$ cat src/rtl/ysyx_mem_arbiter_if.sv
// Bus bundle between the IFU/LSU requesters, the arbiter and the downstream
// memory port. The arbiter uses the slave view; requesters and memory use master.
interface ysyx_mem_arbiter_if #(
  parameter int ADDR_W = 32,
  parameter int DATA_W = 32
);
  // IFU side
  logic [ADDR_W-1:0]   ifu_araddr_i;
  logic                ifu_arvalid_i;
  logic [DATA_W-1:0]   ifu_rdata_o;
  logic                ifu_rvalid_o;
  // LSU side
  logic [ADDR_W-1:0]   lsu_addr_i;
  logic                lsu_arvalid_i;
  logic                lsu_awvalid_i;
  logic [DATA_W-1:0]   lsu_wdata_i;
  logic [DATA_W/8-1:0] lsu_wstrb_i;
  logic [DATA_W-1:0]   lsu_rdata_o;
  logic                lsu_rvalid_o;
  logic                lsu_bvalid_o;
  // Downstream memory side
  logic [ADDR_W-1:0]   mem_addr_o;
  logic                mem_req_o;
  logic                mem_we_o;
  logic [DATA_W-1:0]   mem_wdata_o;
  logic [DATA_W/8-1:0] mem_wstrb_o;
  logic                mem_ready_i;
  logic                mem_resp_i;
  logic [DATA_W-1:0]   mem_rdata_i;
  logic                bus_err_o;

  modport slave (
    input  ifu_araddr_i, ifu_arvalid_i,
    output ifu_rdata_o, ifu_rvalid_o,
    input  lsu_addr_i, lsu_arvalid_i, lsu_awvalid_i, lsu_wdata_i, lsu_wstrb_i,
    output lsu_rdata_o, lsu_rvalid_o, lsu_bvalid_o,
    output mem_addr_o, mem_req_o, mem_we_o, mem_wdata_o, mem_wstrb_o,
    input  mem_ready_i, mem_resp_i, mem_rdata_i,
    output bus_err_o
  );

  modport master (
    output ifu_araddr_i, ifu_arvalid_i,
    input  ifu_rdata_o, ifu_rvalid_o,
    output lsu_addr_i, lsu_arvalid_i, lsu_awvalid_i, lsu_wdata_i, lsu_wstrb_i,
    input  lsu_rdata_o, lsu_rvalid_o, lsu_bvalid_o,
    input  mem_addr_o, mem_req_o, mem_we_o, mem_wdata_o, mem_wstrb_o,
    output mem_ready_i, mem_resp_i, mem_rdata_i,
    input  bus_err_o
  );
endinterface

$ cat src/rtl/ysyx_mem_arbiter.sv
// Round-robin arbiter sharing one memory bus between the IFU (reads only) and
// the LSU (reads and writes). Request fields are registered at grant; the
// response is routed to the owner only, and hung transfers end in an error.
module ysyx_mem_arbiter #(
  parameter int ADDR_W  = 32,
  parameter int DATA_W  = 32,
  parameter int TIMEOUT = 1024
) (
  input  logic              clk,
  input  logic              rst,
  ysyx_mem_arbiter_if.slave bus
);
  localparam int STRB_W = DATA_W / 8;
  localparam int CNT_W  = (TIMEOUT > 2) ? $clog2(TIMEOUT) : 1;
  localparam logic [CNT_W-1:0] CNT_LAST = CNT_W'(TIMEOUT - 1);

  typedef enum logic [1:0] {S_IDLE, S_REQ, S_WAIT} state_t;
  typedef enum logic {OWN_IFU, OWN_LSU} owner_t;

  state_t              state_q, state_d;
  owner_t              owner_q, owner_d;
  owner_t              last_q, last_d;
  logic [ADDR_W-1:0]   addr_q, addr_d;
  logic                we_q, we_d;
  logic [DATA_W-1:0]   wdata_q, wdata_d;
  logic [STRB_W-1:0]   wstrb_q, wstrb_d;
  logic [CNT_W-1:0]    cnt_q, cnt_d;

  logic ifu_req, lsu_req, complete, timeout_hit, resp_en;

  // State and latched request fields; reset abandons any transfer in flight.
  always_ff @(posedge clk) begin
    if (rst) begin
      state_q <= S_IDLE;
      owner_q <= OWN_IFU;
      last_q  <= OWN_IFU;
      addr_q  <= '0;
      we_q    <= 1'b0;
      wdata_q <= '0;
      wstrb_q <= '0;
      cnt_q   <= '0;
    end else begin
      state_q <= state_d;
      owner_q <= owner_d;
      last_q  <= last_d;
      addr_q  <= addr_d;
      we_q    <= we_d;
      wdata_q <= wdata_d;
      wstrb_q <= wstrb_d;
      cnt_q   <= cnt_d;
    end
  end

  // Grant selection, handshake progress, completion and timeout detection.
  always_comb begin
    state_d  = state_q;
    owner_d  = owner_q;
    last_d   = last_q;
    addr_d   = addr_q;
    we_d     = we_q;
    wdata_d  = wdata_q;
    wstrb_d  = wstrb_q;
    cnt_d    = cnt_q;
    complete = 1'b0;
    ifu_req  = bus.ifu_arvalid_i;
    lsu_req  = bus.lsu_arvalid_i | bus.lsu_awvalid_i;

    case (state_q)
      S_IDLE: begin
        if (ifu_req || lsu_req) begin
          // LSU wins when alone, or on a tie when the IFU was served last.
          if (lsu_req && (!ifu_req || last_q == OWN_IFU)) begin
            owner_d = OWN_LSU;
            addr_d  = bus.lsu_addr_i;
            we_d    = bus.lsu_awvalid_i;
            wdata_d = bus.lsu_awvalid_i ? bus.lsu_wdata_i : '0;
            wstrb_d = bus.lsu_awvalid_i ? bus.lsu_wstrb_i : '0;
          end else begin
            owner_d = OWN_IFU;
            addr_d  = bus.ifu_araddr_i;
            we_d    = 1'b0;
            wdata_d = '0;
            wstrb_d = '0;
          end
          cnt_d   = '0;
          state_d = S_REQ;
        end
      end
      S_REQ: begin
        complete = bus.mem_ready_i & bus.mem_resp_i;
        if (bus.mem_ready_i && !bus.mem_resp_i) state_d = S_WAIT;
      end
      S_WAIT: begin
        complete = bus.mem_resp_i;
      end
      default: state_d = S_IDLE;
    endcase

    // A genuine response in the last allowed cycle beats the timeout.
    timeout_hit = (state_q != S_IDLE) && !complete && (cnt_q == CNT_LAST);
    if (state_q != S_IDLE) cnt_d = cnt_q + CNT_W'(1);

    if (complete || timeout_hit) begin
      state_d = S_IDLE;
      last_d  = owner_q;
    end

    resp_en = (complete | timeout_hit) & ~rst;
  end

  assign bus.mem_req_o    = (state_q == S_REQ);
  assign bus.mem_addr_o   = addr_q;
  assign bus.mem_we_o     = we_q;
  assign bus.mem_wdata_o  = wdata_q;
  assign bus.mem_wstrb_o  = wstrb_q;

  assign bus.ifu_rvalid_o = resp_en && (owner_q == OWN_IFU);
  assign bus.lsu_rvalid_o = resp_en && (owner_q == OWN_LSU) && !we_q;
  assign bus.lsu_bvalid_o = resp_en && (owner_q == OWN_LSU) && we_q;
  // Read data only passes on a real completion; a timeout returns zero.
  assign bus.ifu_rdata_o  = (resp_en && complete && owner_q == OWN_IFU) ? bus.mem_rdata_i : '0;
  assign bus.lsu_rdata_o  = (resp_en && complete && owner_q == OWN_LSU && !we_q) ? bus.mem_rdata_i : '0;
  assign bus.bus_err_o    = resp_en & timeout_hit;
endmodule

$ cat src/flat_wrapper.sv
// flat-port wrapper written by rule: the top's interface ports become plain ports
module ysyx_mem_arbiter_flat 
#(
  parameter int ADDR_W  = 32,
  parameter int DATA_W  = 32,
  parameter int TIMEOUT = 1024
)
  (clk, rst, bus_ifu_araddr_i, bus_ifu_arvalid_i, bus_ifu_rdata_o, bus_ifu_rvalid_o, bus_lsu_addr_i, bus_lsu_arvalid_i, bus_lsu_awvalid_i, bus_lsu_wdata_i, bus_lsu_wstrb_i, bus_lsu_rdata_o, bus_lsu_rvalid_o, bus_lsu_bvalid_o, bus_mem_addr_o, bus_mem_req_o, bus_mem_we_o, bus_mem_wdata_o, bus_mem_wstrb_o, bus_mem_ready_i, bus_mem_resp_i, bus_mem_rdata_i, bus_bus_err_o);
  ysyx_mem_arbiter_if #(.ADDR_W(ADDR_W), .DATA_W(DATA_W)) bus_i ();
  input  logic clk;
  input  logic rst;
  input wire logic [$bits(bus_i.ifu_araddr_i)-1:0] bus_ifu_araddr_i;
  input wire logic [$bits(bus_i.ifu_arvalid_i)-1:0] bus_ifu_arvalid_i;
  output wire logic [$bits(bus_i.ifu_rdata_o)-1:0] bus_ifu_rdata_o;
  output wire logic [$bits(bus_i.ifu_rvalid_o)-1:0] bus_ifu_rvalid_o;
  input wire logic [$bits(bus_i.lsu_addr_i)-1:0] bus_lsu_addr_i;
  input wire logic [$bits(bus_i.lsu_arvalid_i)-1:0] bus_lsu_arvalid_i;
  input wire logic [$bits(bus_i.lsu_awvalid_i)-1:0] bus_lsu_awvalid_i;
  input wire logic [$bits(bus_i.lsu_wdata_i)-1:0] bus_lsu_wdata_i;
  input wire logic [$bits(bus_i.lsu_wstrb_i)-1:0] bus_lsu_wstrb_i;
  output wire logic [$bits(bus_i.lsu_rdata_o)-1:0] bus_lsu_rdata_o;
  output wire logic [$bits(bus_i.lsu_rvalid_o)-1:0] bus_lsu_rvalid_o;
  output wire logic [$bits(bus_i.lsu_bvalid_o)-1:0] bus_lsu_bvalid_o;
  output wire logic [$bits(bus_i.mem_addr_o)-1:0] bus_mem_addr_o;
  output wire logic [$bits(bus_i.mem_req_o)-1:0] bus_mem_req_o;
  output wire logic [$bits(bus_i.mem_we_o)-1:0] bus_mem_we_o;
  output wire logic [$bits(bus_i.mem_wdata_o)-1:0] bus_mem_wdata_o;
  output wire logic [$bits(bus_i.mem_wstrb_o)-1:0] bus_mem_wstrb_o;
  input wire logic [$bits(bus_i.mem_ready_i)-1:0] bus_mem_ready_i;
  input wire logic [$bits(bus_i.mem_resp_i)-1:0] bus_mem_resp_i;
  input wire logic [$bits(bus_i.mem_rdata_i)-1:0] bus_mem_rdata_i;
  output wire logic [$bits(bus_i.bus_err_o)-1:0] bus_bus_err_o;
  assign bus_i.ifu_araddr_i = bus_ifu_araddr_i;
  assign bus_i.ifu_arvalid_i = bus_ifu_arvalid_i;
  assign bus_ifu_rdata_o = bus_i.ifu_rdata_o;
  assign bus_ifu_rvalid_o = bus_i.ifu_rvalid_o;
  assign bus_i.lsu_addr_i = bus_lsu_addr_i;
  assign bus_i.lsu_arvalid_i = bus_lsu_arvalid_i;
  assign bus_i.lsu_awvalid_i = bus_lsu_awvalid_i;
  assign bus_i.lsu_wdata_i = bus_lsu_wdata_i;
  assign bus_i.lsu_wstrb_i = bus_lsu_wstrb_i;
  assign bus_lsu_rdata_o = bus_i.lsu_rdata_o;
  assign bus_lsu_rvalid_o = bus_i.lsu_rvalid_o;
  assign bus_lsu_bvalid_o = bus_i.lsu_bvalid_o;
  assign bus_mem_addr_o = bus_i.mem_addr_o;
  assign bus_mem_req_o = bus_i.mem_req_o;
  assign bus_mem_we_o = bus_i.mem_we_o;
  assign bus_mem_wdata_o = bus_i.mem_wdata_o;
  assign bus_mem_wstrb_o = bus_i.mem_wstrb_o;
  assign bus_i.mem_ready_i = bus_mem_ready_i;
  assign bus_i.mem_resp_i = bus_mem_resp_i;
  assign bus_i.mem_rdata_i = bus_mem_rdata_i;
  assign bus_bus_err_o = bus_i.bus_err_o;
  ysyx_mem_arbiter #(.ADDR_W(ADDR_W), .DATA_W(DATA_W), .TIMEOUT(TIMEOUT)) u_core (.clk(clk), .rst(rst), .bus(bus_i));
endmodule
$ cat config.mk
export PLATFORM = sky130hd
export DESIGN_NAME = ysyx_mem_arbiter_flat
export DESIGN_NICKNAME = d
export VERILOG_FILES = /design/src/rtl/ysyx_mem_arbiter_if.sv /design/src/rtl/ysyx_mem_arbiter.sv /design/src/flat_wrapper.sv
export SDC_FILE = /design/constraint.sdc
export NUM_CORES = 1
export LEC_CHECK = 0
export BUFFER_PORTS_ARGS = -buffer_cell sky130_fd_sc_hd__buf_2
export CORE_AREA = 2 2 108 110
export DETAILED_ROUTE_END_ITERATION = 6
export DIE_AREA = 0 0 110 112
export GPL_TIMING_DRIVEN = 0
export MAX_ROUTING_LAYER = met4
export PLACE_DENSITY = 0.75
export SYNTH_ARGS = -nofsm -noshare
export SYNTH_HDL_FRONTEND = slang
export SYNTH_SLANG_ARGS = --single-unit
$ cat constraint.sdc
create_clock -name clk -period 2.8 [get_ports clk]
set_input_delay 0.7 -clock clk [delete_from_list [all_inputs] [get_ports clk]]
set_output_delay 0.7 -clock clk [all_outputs]
set_load 0.005 [all_outputs]
==> results of run 1 <==
[layout by cell type (no fill, tap or decap), drive strengths merged, types with 3 or more instances in the layout]
cell      n
nand3     3
a21oi    71
nor3      4
nor2     14
nor4      3
clkinv    5
nand2    42
inv       5
and2     64
ha        5
a22o     36
o21ai    36
clkbuf   29
buf     290
dfxtp    83
[per-layer routing]
metal  routed length (µm)  up-vias
li1                     -     2090
met1                 5510     1833
met2                 5462      145
met3                  748       16
met4                  180        0
met5                    0        -
[report_power, final]
| part | total (µW) | internal (µW) | switching, µW |
|---|---|---|---|
| clock | 1260 | 779 | 478 |
| combinational | 803 | 361 | 441 |
| sequential | 1410 | 1330 | 76.6 |
[logic make-up after synthesis]
group | synth area share
flops | 0.4500
buf+inv | 0.04541
mux | 0.008810
xor+xnor | 0.004745
fa+ha+maj | 0.01694
compound gates | 0.2603
simple gates | 0.2138
[worst max path at each step]
| stage | startpoint | to | depth (start not counted) |
|---|---|---|---|
| 6_report | u_core.state_q[0] | bus_bus_err_o | 6 |
| 4_1_cts | u_core.state_q[0] | bus_bus_err_o | 6 |
| 5_1_grt | u_core.state_q[0] | bus_bus_err_o | 6 |
| 2_1_floorplan | rst | bus_ifu_rdata_o[10] | 4 |
| 3_3_place_gp | rst | bus_ifu_rdata_o[6] | 5 |
| 3_5_place_dp | rst | bus_ifu_rdata_o[28] | 5 |
[per-stage QoR]
| step | hold WS, ps | setup slack (ps) |
|---|---|---|
| final | 463.9 | 39.97 |
| after global routing | 481.0 | -68.98 |
| after CTS | 471.3 | 20.09 |
| after detailed placement | 451.4 | -106.1 |
| after global placement | 452.6 | -131.9 |
| after floorplan | 462.4 | 352.2 |
[layout make-up]
| type | count | area [µm²] | share of cell area |
|---|---|---|---|
| timing repair buffer | 278 | 1399 | 0.2477 |
| inverter | 5 | 18.77 | 0.003324 |
| sequential | 83 | 1662 | 0.2943 |
| clock buffer | 9 | 225.2 | 0.03988 |
| clock inverter | 7 | 92.59 | 0.01640 |
| tap | 143 | 178.9 | 0.03169 |
| buffer | 32 | 167.7 | 0.02969 |
| multi-input combinational | 309 | 1903 | 0.3370 |
[repair_timing]
item,in CTS,in global routing
setup endpoints to repair,62,63
pin swaps,1,2
resized for setup,7,19
setup buffers,1,2
[registers in the layout, indices dropped and copies added (netlist names)]
register and cells:
u_core.bus.mem_we_o 1, u_core.last_q 1, u_core.owner_q 1, u_core.state_q 2
u_core.bus.mem_addr_o 32, u_core.cnt_q 10, u_core.bus.mem_wstrb_o 4, u_core.bus.mem_wdata_o 32
[worst register-to-register path, delay by kind of cell, from the launching register on]
| family | cells | cell delay, ps |
|---|---|---|
| flops | 1 | 350 |
| buf+inv | 4 | 770 |
| simple gates | 1 | 400 |
| compound gates | 2 | 280 |
| fa+ha+maj | 1 | 220 |
==> run summary, run 1 <==
crit-path cells: inv_1 -> ha_1 -> nand4b_1 -> or3_1 -> nor2_2 -> buf_2
vias: 4084
Slew Limit Fails: 0
Post-Syn Instances: 429
Top Family by Delay on Critical Path: simple AND/OR/NAND/NOR gates
Max-Cap Viols: 0
clk_lat worst skew: 330 ps
hold violation count in the final report: 0
HP Class: reg2reg
Fmax achieved: 362.3 MHz
Die Area: 0.01232 mm²
Worst Hold Path EP: u_core.bus.mem_wdata_o[10]
vias in the first global route: 3828
result of the run: completed
Syn Std Cell Area: 0.003692 mm²
GRT Resource Usage Total: 0.1925
Placed Area: 0.005248 mm²
Horiz. Die Dim: 110 µm
clock sinks: 83
depth of the most critical reg-to-reg path: 8
Rel. slew slack: 0.4331
Core Rows: 39
leakage power: 0.002968 µW
routed wire length: 11.90 mm
routed length per placed instance: 13.74 µm
utilization after layout: 0.5053
Core Region: 0.01117 mm²
final cell count without fillers: 866
Arrival @ worst endpoint: 2060 ps
hold path start: u_core.bus.mem_wdata_o[10]
Critical R2R Capture: u_core.bus.mem_wdata_o[29]
Global Route met3 Usage: 0.04684
IO Port Bufs: 275
initial antenna violation count: 0
Die Y: 112 µm
Critical Path Start Type: register
layout cells sized above 1: 0.4454
gr busiest metal: met2
setup violators final: 0
unique cell type count in the Yosys netlist: 46
Worst R2R Setup Slack: 720 ps
worst reg2reg startpoint: u_core.state_q[0]
Fin Setup TNS: 0 ps
# fillers: 1085
largest net degree at the start of global routing: 15
post-route cell area: 0.005647 mm²
GPL Wtd Cong: 0.8495
Synth top area share: 0.4500
RSZ-0062 raised after global routing: yes
Max stage delay on crit path: 480 ps
Initial Utilization: 0.3304
Cell Pwr Density: 614.6 mW/mm²
cts hold-fix bufs: 0
syn avg cell area: 8.607 µm²
Worst Hold Depth: 1
Tcrit/Tclk final: 0.9857
1st-pass router iterations: 4
endpoint class of the critical path: output pin
DR iter-0 viols: 169
Setup Skew: 7.655 ps
met1 Resource Use GR: 0.2520
count leader, synth: dfxtp_1
Max clock buf depth: 2
Synth Warn #: 0
first-pass GRT wire length: 18.34 mm
Net count, final: 862
ANT cells: 0
Commonest cells post-synth: 83 x dfxtp_1, 71 x a21oi_1, 64 x and2_1, 41 x nand2_1, 36 x a22o_1
CTS tree: done
Synth async-reset ratio: 0
GRT met2 Usage: 0.2916
H-tree levels: 3
synth top area cells: dfxtp_1 45%, and2_1 11%, a21oi_1 9.6%, a22o_1 8.5%, o21ai_0 4.7%
DP HPWL: 9.221 mm
WP data required: 2100 ps
Detail Route Antenna Nets: 0
critical-path cell with the highest stage delay: or3_1
placed cells: 847
Post-synth EDFFs: 0
syn nets: 573
CTS root buf: clkbuf_16
Pwr Total: 3470 µW
Primary FF master, synth: dfxtp_1
Yosys top cell by area: dfxtp_1
DRC: 0
Via-to-Cell Ratio: 4.716
total gr overflow: 0
Worst Max-Slew Pin Slew: 838.5 ps
Area Growth Syn to Fin: 52.93%
VDD IR-drop max: 431.5 µV
io pins: 277
worst-path maximum fanout: 4
buffers plus inverters on the worst setup path: 2
CTS Buf Count: 9
Worst-path clk slew: 60 ps
Synth Register Bits: 83
critical setup path kind: reg2out
sequential area share after synthesis: 0.4500
minimum clock period: 2760 ps
Power figures use the tool's default switching activity.
==> run 2: changes to the inputs <==
BUFFER_PORTS_ARGS = -buffer_cell sky130_fd_sc_hd__clkbuf_2   (was -buffer_cell sky130_fd_sc_hd__buf_2)
clock period = 2.87 ns   (was 2.8 ns; I/O delays follow)
==> run 2 against run 1 <==
  * Utilization increased by 0.15 points
  * Cell area increased by 0.29%
  * Setup slack improved by 82 ps
  * Flip-flop and latch count unchanged
  * Die area unchanged
  * Largest power group unchanged
  * Count of clock-buffer cells in the layout unchanged
  * Critical path type unchanged
  * Clock skew decreased by 1.7 ps
  * Global-route usage increased by 0.052 points
  * Clock power increased by 7%
  * Cell count decreased by 0.35%
==> run summary, run 2 (synthesis gave the netlist of run 1 again) <==
result of the run: completed
Worst Max-Slew Pin Slew: 919.2 ps (+80.66 ps)
buffers plus inverters on the worst setup path: 3 (+1)
Worst Hold Path EP: u_core.bus.mem_wdata_o[25]
Slew Limit Fails: 0 (unchanged)
Net count, final: 859 (-0.35%)
PnR worst setup slack: 122.5 ps (+82.49 ps)
VDD IR-drop max: 429.0 µV (-0.58%)
Horiz. Die Dim: 110 µm (unchanged)
GPL Wtd Cong: 0.8330 (-1.9%)
hold slack final: 473.1 ps (+9.141 ps)
leakage power: 0.002887 µW (-2.7%)
Die Y: 112 µm (unchanged)
hold violation count in the final report: 0 (unchanged)
endpoint class of the critical path: output pin
CTS root buf: clkbuf_16
post-place setup slack: -70.13 ps (+35.93 ps)
ANT cells: 0 (unchanged)
routed length per placed instance: 13.87 µm (+0.95%)
HP Class: reg2reg
CP dominant cell by count: clkbuf_2
cts hold-fix bufs: 0 (unchanged)
1st-pass router iterations: 4 (unchanged)
Worst Hold Depth: 1 (unchanged)
IO Port Bufs: 275 (unchanged)
Via-to-Cell Ratio: 4.670 (-0.98%)
crit-path cells: inv_1 -> ha_1 -> a21oi_4 -> nor4_4 -> clkbuf_2 -> and2_1 -> clkbuf_2
routed wire length: 11.97 mm (+0.60%)
first-pass GRT wire length: 18.47 mm (+0.71%)
initial antenna violation count: 0 (unchanged)
DP HPWL: 9.296 mm (+0.81%)
largest net degree at the start of global routing: 16 (+1)
GRT Resource Usage Total: 0.1930 (+0.0005220)
critical-path cell with the highest stage delay: dfxtp_2
total gr overflow: 0 (unchanged)
Tcrit/Tclk final: 0.9573
Area Growth Syn to Fin: 53.37%
RSZ-0062 raised after global routing: no
Rel. slew slack: 0.3786 (-0.05453)
Die Area: 0.01232 mm² (unchanged)
minimum clock period: 2748 ps
Fmax achieved: 364.0 MHz
depth of the most critical reg-to-reg path: 7 (-1)
hold path start: u_core.bus.mem_wdata_o[25]
setup violators final: 0 (unchanged)
worst-path maximum fanout: 10 (+6)
DRC: 0 (unchanged)
Cell Pwr Density: 621.7 mW/mm² (+1.2%)
vias in the first global route: 3819 (-0.24%)
Critical R2R Capture: u_core.state_q[0]
Setup Skew: 5.909 ps (-1.745 ps)
clk_lat worst skew: 330 ps (about the same)
Max clock buf depth: 2 (unchanged)
DR iter-0 viols: 172 (+1.8%)
WP data required: 2150 ps (+50 ps)
clock sinks: 83 (unchanged)
CTS Buf Count: 9 (unchanged)
vias: 4030 (-1.3%)
Critical Path Start Type: register
# fillers: 1109 (+2.2%)
Top Family by Delay on Critical Path: simple AND/OR/NAND/NOR gates
Core Region: 0.01117 mm² (unchanged)
# Post-CTS Setup Buffers: 0 (-1)
Detail Route Antenna Nets: 0 (unchanged)
Core Rows: 39 (unchanged)
Initial Utilization: 0.3304 (unchanged)
Max-Cap Viols: 0 (unchanged)
most frequent cells in the layout: 278 x clkbuf_2, 81 x dfxtp_1, 70 x a21oi_1
Worst-path clk slew: 60 ps (about the same)
Max stage delay on crit path: 330 ps (-150 ps)
critical setup path kind: reg2out
worst reg2reg startpoint: u_core.state_q[0]
CTS tree: done
Worst R2R Setup Slack: 800 ps (+80 ps)
Arrival @ worst endpoint: 2030 ps (-30 ps)
commonest non-fill, non-tap cell in the layout: clkbuf_2
layout cells sized above 1: 0.4444 (-0.0009221)
H-tree levels: 3 (unchanged)
io pins: 277 (unchanged)
## run 2: cell count changes in the layout (fill, tap and decap cells not counted), sizes merged
cell	previous run	this run
buf	290	14
clkinvlp	0	1
clkinv	5	1
bufinv	2	3
inv	5	7
clkbuf	29	302
## run 2: what timing repair did
| item | in CTS | in global routing |
|---|---|---|
| gates resized for setup | 8 | 20 |
| pin swaps | 0 | 1 |
| endpoints found under the setup margin | 62 | 63 |
## run 2: worst max path at each step
| stage | start | endpoint | slack, ps | cells after the start |
|---|---|---|---|---|
| floorplan | rst | bus_ifu_rdata_o[10] | 390 | 4 |
| global route | u_core.state_q[1] | bus_ifu_rdata_o[6] | 0.03 | 7 |
| detailed placement | rst | bus_ifu_rdata_o[6] | -70 | 5 |
| global placement | rst | bus_ifu_rdata_o[6] | -110 | 5 |
| CTS | u_core.state_q[1] | bus_ifu_rdata_o[6] | 0.8 | 7 |
| finish | u_core.state_q[1] | bus_ifu_rdata_o[5] | 120 | 7 |
## run 2: where the power goes
group / total (µW) / switching, µW / internal, µW
registers: 1390 / 83.1 / 1300
clock network: 1350 / 489 / 858
logic: 788 / 434 / 353
total: 3520 / 1010 / 2510
## run 2: through the flow
| stage | TNS (ps) | std cells | power (µW) | utilization | cell area (µm²) |
|---|---|---|---|---|---|
| 3_3_place_gp | -1918 | 847 | 2171 | 0.4696 | 5248 |
| 4_1_cts | 0 | 863 | 3558 | 0.5032 | 5623 |
| 6_report | 0 | 863 | 3521 | 0.5068 | 5663 |
| 2_1_floorplan | 0 | 429 | 1808 | - | 3692 |
| 3_5_place_dp | -1282 | 847 | 2180 | 0.4696 | 5248 |
| 5_1_grt | 0 | 863 | 3734 | 0.5068 | 5663 |
## run 2: worst register-to-register path, stage by stage, from the launching register on
cell      delay (ps)
dfxtp_2          320
inv_1            100
ha_1             180
buf_2            200
nor4b_1          770
a211oi_1         150
mux2i_1          200
nor2_1            50
## run 2: final cells by class
cell class / instances / area (µm²) / share of cell area
clock inverters: 7 / 123.9 / 0.02187
inverters: 5 / 18.77 / 0.003314
well taps: 143 / 178.9 / 0.03160
repair buffers: 275 / 1376 / 0.2430
plain buffers: 32 / 161.4 / 0.02850
multi-input cells: 309 / 1914 / 0.3380
flip-flops and latches: 83 / 1664 / 0.2939
clock buffers: 9 / 225.2 / 0.03977
## run 2: metal layers
metal  wire (µm)  share of wire  vias to the layer above  GRT usage
met4         140          0.012                        0    0.04557
li1            -              -                     2071          -
met3         833          0.070                       13    0.04859
met1        5472           0.46                     1805     0.2513
met2        5527           0.46                      141     0.2994
met5           0              0                        -          -
==> run 3: changes to the inputs <==
BUFFER_PORTS_ARGS = unset   (was -buffer_cell sky130_fd_sc_hd__clkbuf_2)
CORE_AREA = 2 2 107 109   (was 2 2 108 110)
CTS_BUF_LIST = sky130_fd_sc_hd__clkbuf_16   (was unset)
DIE_AREA = 0 0 109 111   (was 0 0 110 112)
DONT_BUFFER_PORTS = 1   (was unset)
PLACE_DENSITY = 0.55   (was 0.75)
==> run 3 against run 2 <==
  * Cell count is 32% lower
  * Clock power is 24% lower
  * First-iteration DRC count increased by 7.6%
  * Count of clock-buffer cells in the layout stayed put
  * Sequential power is essentially flat
  * Global-route usage fell by 2.6 points
  * Flip-flop and latch count unchanged
  * Cell area decreased by 26%
==> run summary, run 3 (synthesis gave the netlist of run 1 again) <==
routed length per placed instance: 17.51 µm (+26%)
DP HPWL: 7.812 mm (-16%)
endpoint class of the critical path: output pin
Worst R2R Setup Slack: 720 ps (-80 ps)
worst reg2reg startpoint: u_core.state_q[0]
Fin Setup TNS: 0 ps (unchanged)
GRT Resource Usage Total: 0.1668 (-0.02618)
leakage power: 0.001651 µW (-43%)
Core Region: 0.01108 mm² (-0.87%)
Area Growth Syn to Fin: 13.59%
HP Class: reg2reg
Arrival @ worst endpoint: 1990 ps (-40 ps)
GPL Wtd Cong: 0.7573 (-9.1%)
Core Rows: 39 (unchanged)
Via-to-Cell Ratio: 5.413 (+16%)
CTS root buf: clkbuf_16
hold slack final: 495.6 ps (+22.57 ps)
Max clock buf depth: 2 (unchanged)
Max-Cap Viols: 0 (unchanged)
io pins: 277 (unchanged)
routed wire length: 10.31 mm (-14%)
DR iter-0 viols: 185 (+7.6%)
Worst Hold Depth: 1 (unchanged)
clk_lat worst skew: 330 ps (about the same)
Critical Path Start Type: register
critical setup path kind: reg2out
ANT cells: 0 (unchanged)
vias: 3188 (-21%)
commonest non-fill, non-tap cell in the layout: dfxtp_1
Setup Skew: 5.205 ps (-0.7044 ps)
hold path start: u_core.bus.mem_wdata_o[16]
DRC: 0 (unchanged)
Slew Limit Fails: 0 (unchanged)
clock sinks: 83 (unchanged)
initial antenna violation count: 0 (unchanged)
IO Port Bufs: 0 (-100%)
critical-path cell with the highest stage delay: or3_1
H-tree levels: 3 (unchanged)
Rel. slew slack: 0.3767 (-0.001849)
worst-path maximum fanout: 5 (-5)
RSZ-0062 raised after global routing: no
most frequent cells in the layout: 83 x dfxtp_1, 70 x a21oi_1, 64 x and2_1
Tcrit/Tclk final: 0.9430 (-0.01428)
total gr overflow: 0 (unchanged)
Net count, final: 585 (-32%)
Worst Max-Slew Pin Slew: 921.9 ps (+2.735 ps)
Cell Pwr Density: 708.3 mW/mm² (+14%)
Max stage delay on crit path: 460 ps (+130 ps)
Critical R2R Capture: u_core.bus.mem_wdata_o[28]
setup violators final: 0 (unchanged)
first-pass GRT wire length: 15.31 mm (-17%)
largest net degree at the start of global routing: 14 (-2)
Worst-path clk slew: 60 ps (about the same)
CTS tree: done
1st-pass router iterations: 4 (unchanged)
cts hold-fix bufs: 0 (unchanged)
Horiz. Die Dim: 109 µm (-0.91%)
Worst Hold Path EP: u_core.bus.mem_wdata_o[16]
Fmax achieved: 369.5 MHz (+1.5%)
crit-path cells: inv_1 -> ha_1 -> nand4b_1 -> or3_1 -> nor2_1
Die Y: 111 µm (-0.89%)
CTS Buf Count: 9 (unchanged)
Initial Utilization: 0.3333 (+0.002911)
VDD IR-drop max: 374.1 µV (-13%)
depth of the most critical reg-to-reg path: 8 (+1)
hold violation count in the final report: 0 (unchanged)
WP data required: 2150 ps (about the same)
result of the run: completed
Detail Route Antenna Nets: 0 (unchanged)
Die Area: 0.01210 mm² (-1.8%)
minimum clock period: 2707 ps (-40.99 ps)
layout cells sized above 1: 0.09193 (-0.3525)
vias in the first global route: 3052 (-20%)
run 3: cell types whose count changed in the layout (fill, tap and decap cells not counted), moves of 2 or more:
| cell | delta |
|---|---|
| clkbuf_2 | -275 |
| bufinv_16 | -3 |
| clkinv_2 | +3 |
| dfxtp_1 | +2 |
| dfxtp_2 | -2 |
| inv_1 | +2 |
| inv_6 | -2 |
run 3: worst max-delay path by stage:
stage          cells after the start               from                   to
2_1_floorplan                      4                rst  bus_ifu_rdata_o[10]
3_3_place_gp                       4                rst  bus_ifu_rdata_o[30]
3_5_place_dp                       4                rst  bus_ifu_rdata_o[30]
4_1_cts                            7  u_core.state_q[1]  bus_lsu_rdata_o[28]
5_1_grt                            7  u_core.state_q[0]  bus_lsu_rdata_o[28]
6_report                           5  u_core.state_q[0]        bus_bus_err_o
run 3: layer usage:
metal  wire [µm]  global-route usage  vias to the layer above
li1            -                   -                     1534
met1        4679              0.2161                     1486
met2        4551              0.2389                      155
met3         914             0.05232                       13
met4         165             0.06838                        0
met5           0                   -                        -
run 3: cell type report:
class | count | area, µm²
clock buffers | 9 | 225.2
inverters | 5 | 18.77
flip-flops and latches | 83 | 1662
repair buffers | 1 | 7.507
clock inverters | 7 | 37.54
plain buffers | 32 | 157.7
well taps | 143 | 178.9
fillers | 1098 | 6883
multi-input cells | 309 | 1907
run 3: critical path, delay by kind of cell, from the launching register on:
family / cells / cell delay [ps]
buf+inv: 1 / 90
simple gates: 3 / 1000
flops: 1 / 360
fa+ha+maj: 1 / 220
run 3: power by group:
part / total [µW] / switching, µW / internal [µW]
Clock: 1020 / 447 / 574
Sequential: 1420 / 120 / 1300
Combinational: 526 / 330 / 196
run 3: timing repair:
action                                  CTS  global route
pin swaps                                 0             1
setup buffers                             0             1
endpoints found under the setup margin   62            62
resized for setup                         4            16
run 3: stage by stage:
step / std cells / utilization / worst slack [ps] / area, µm² / total power [µW]
floorplan: 429 / - / 387.2 / 3692 / 1808
global placement: 572 / 0.3495 / 1.290 / 3871 / 1951
detailed placement: 572 / 0.3495 / -59.23 / 3871 / 1966
CTS: 588 / 0.3741 / -39.09 / 4144 / 3015
global route: 589 / 0.3786 / 14.25 / 4194 / 3150
finish: 589 / 0.3786 / 163.5 / 4194 / 2970
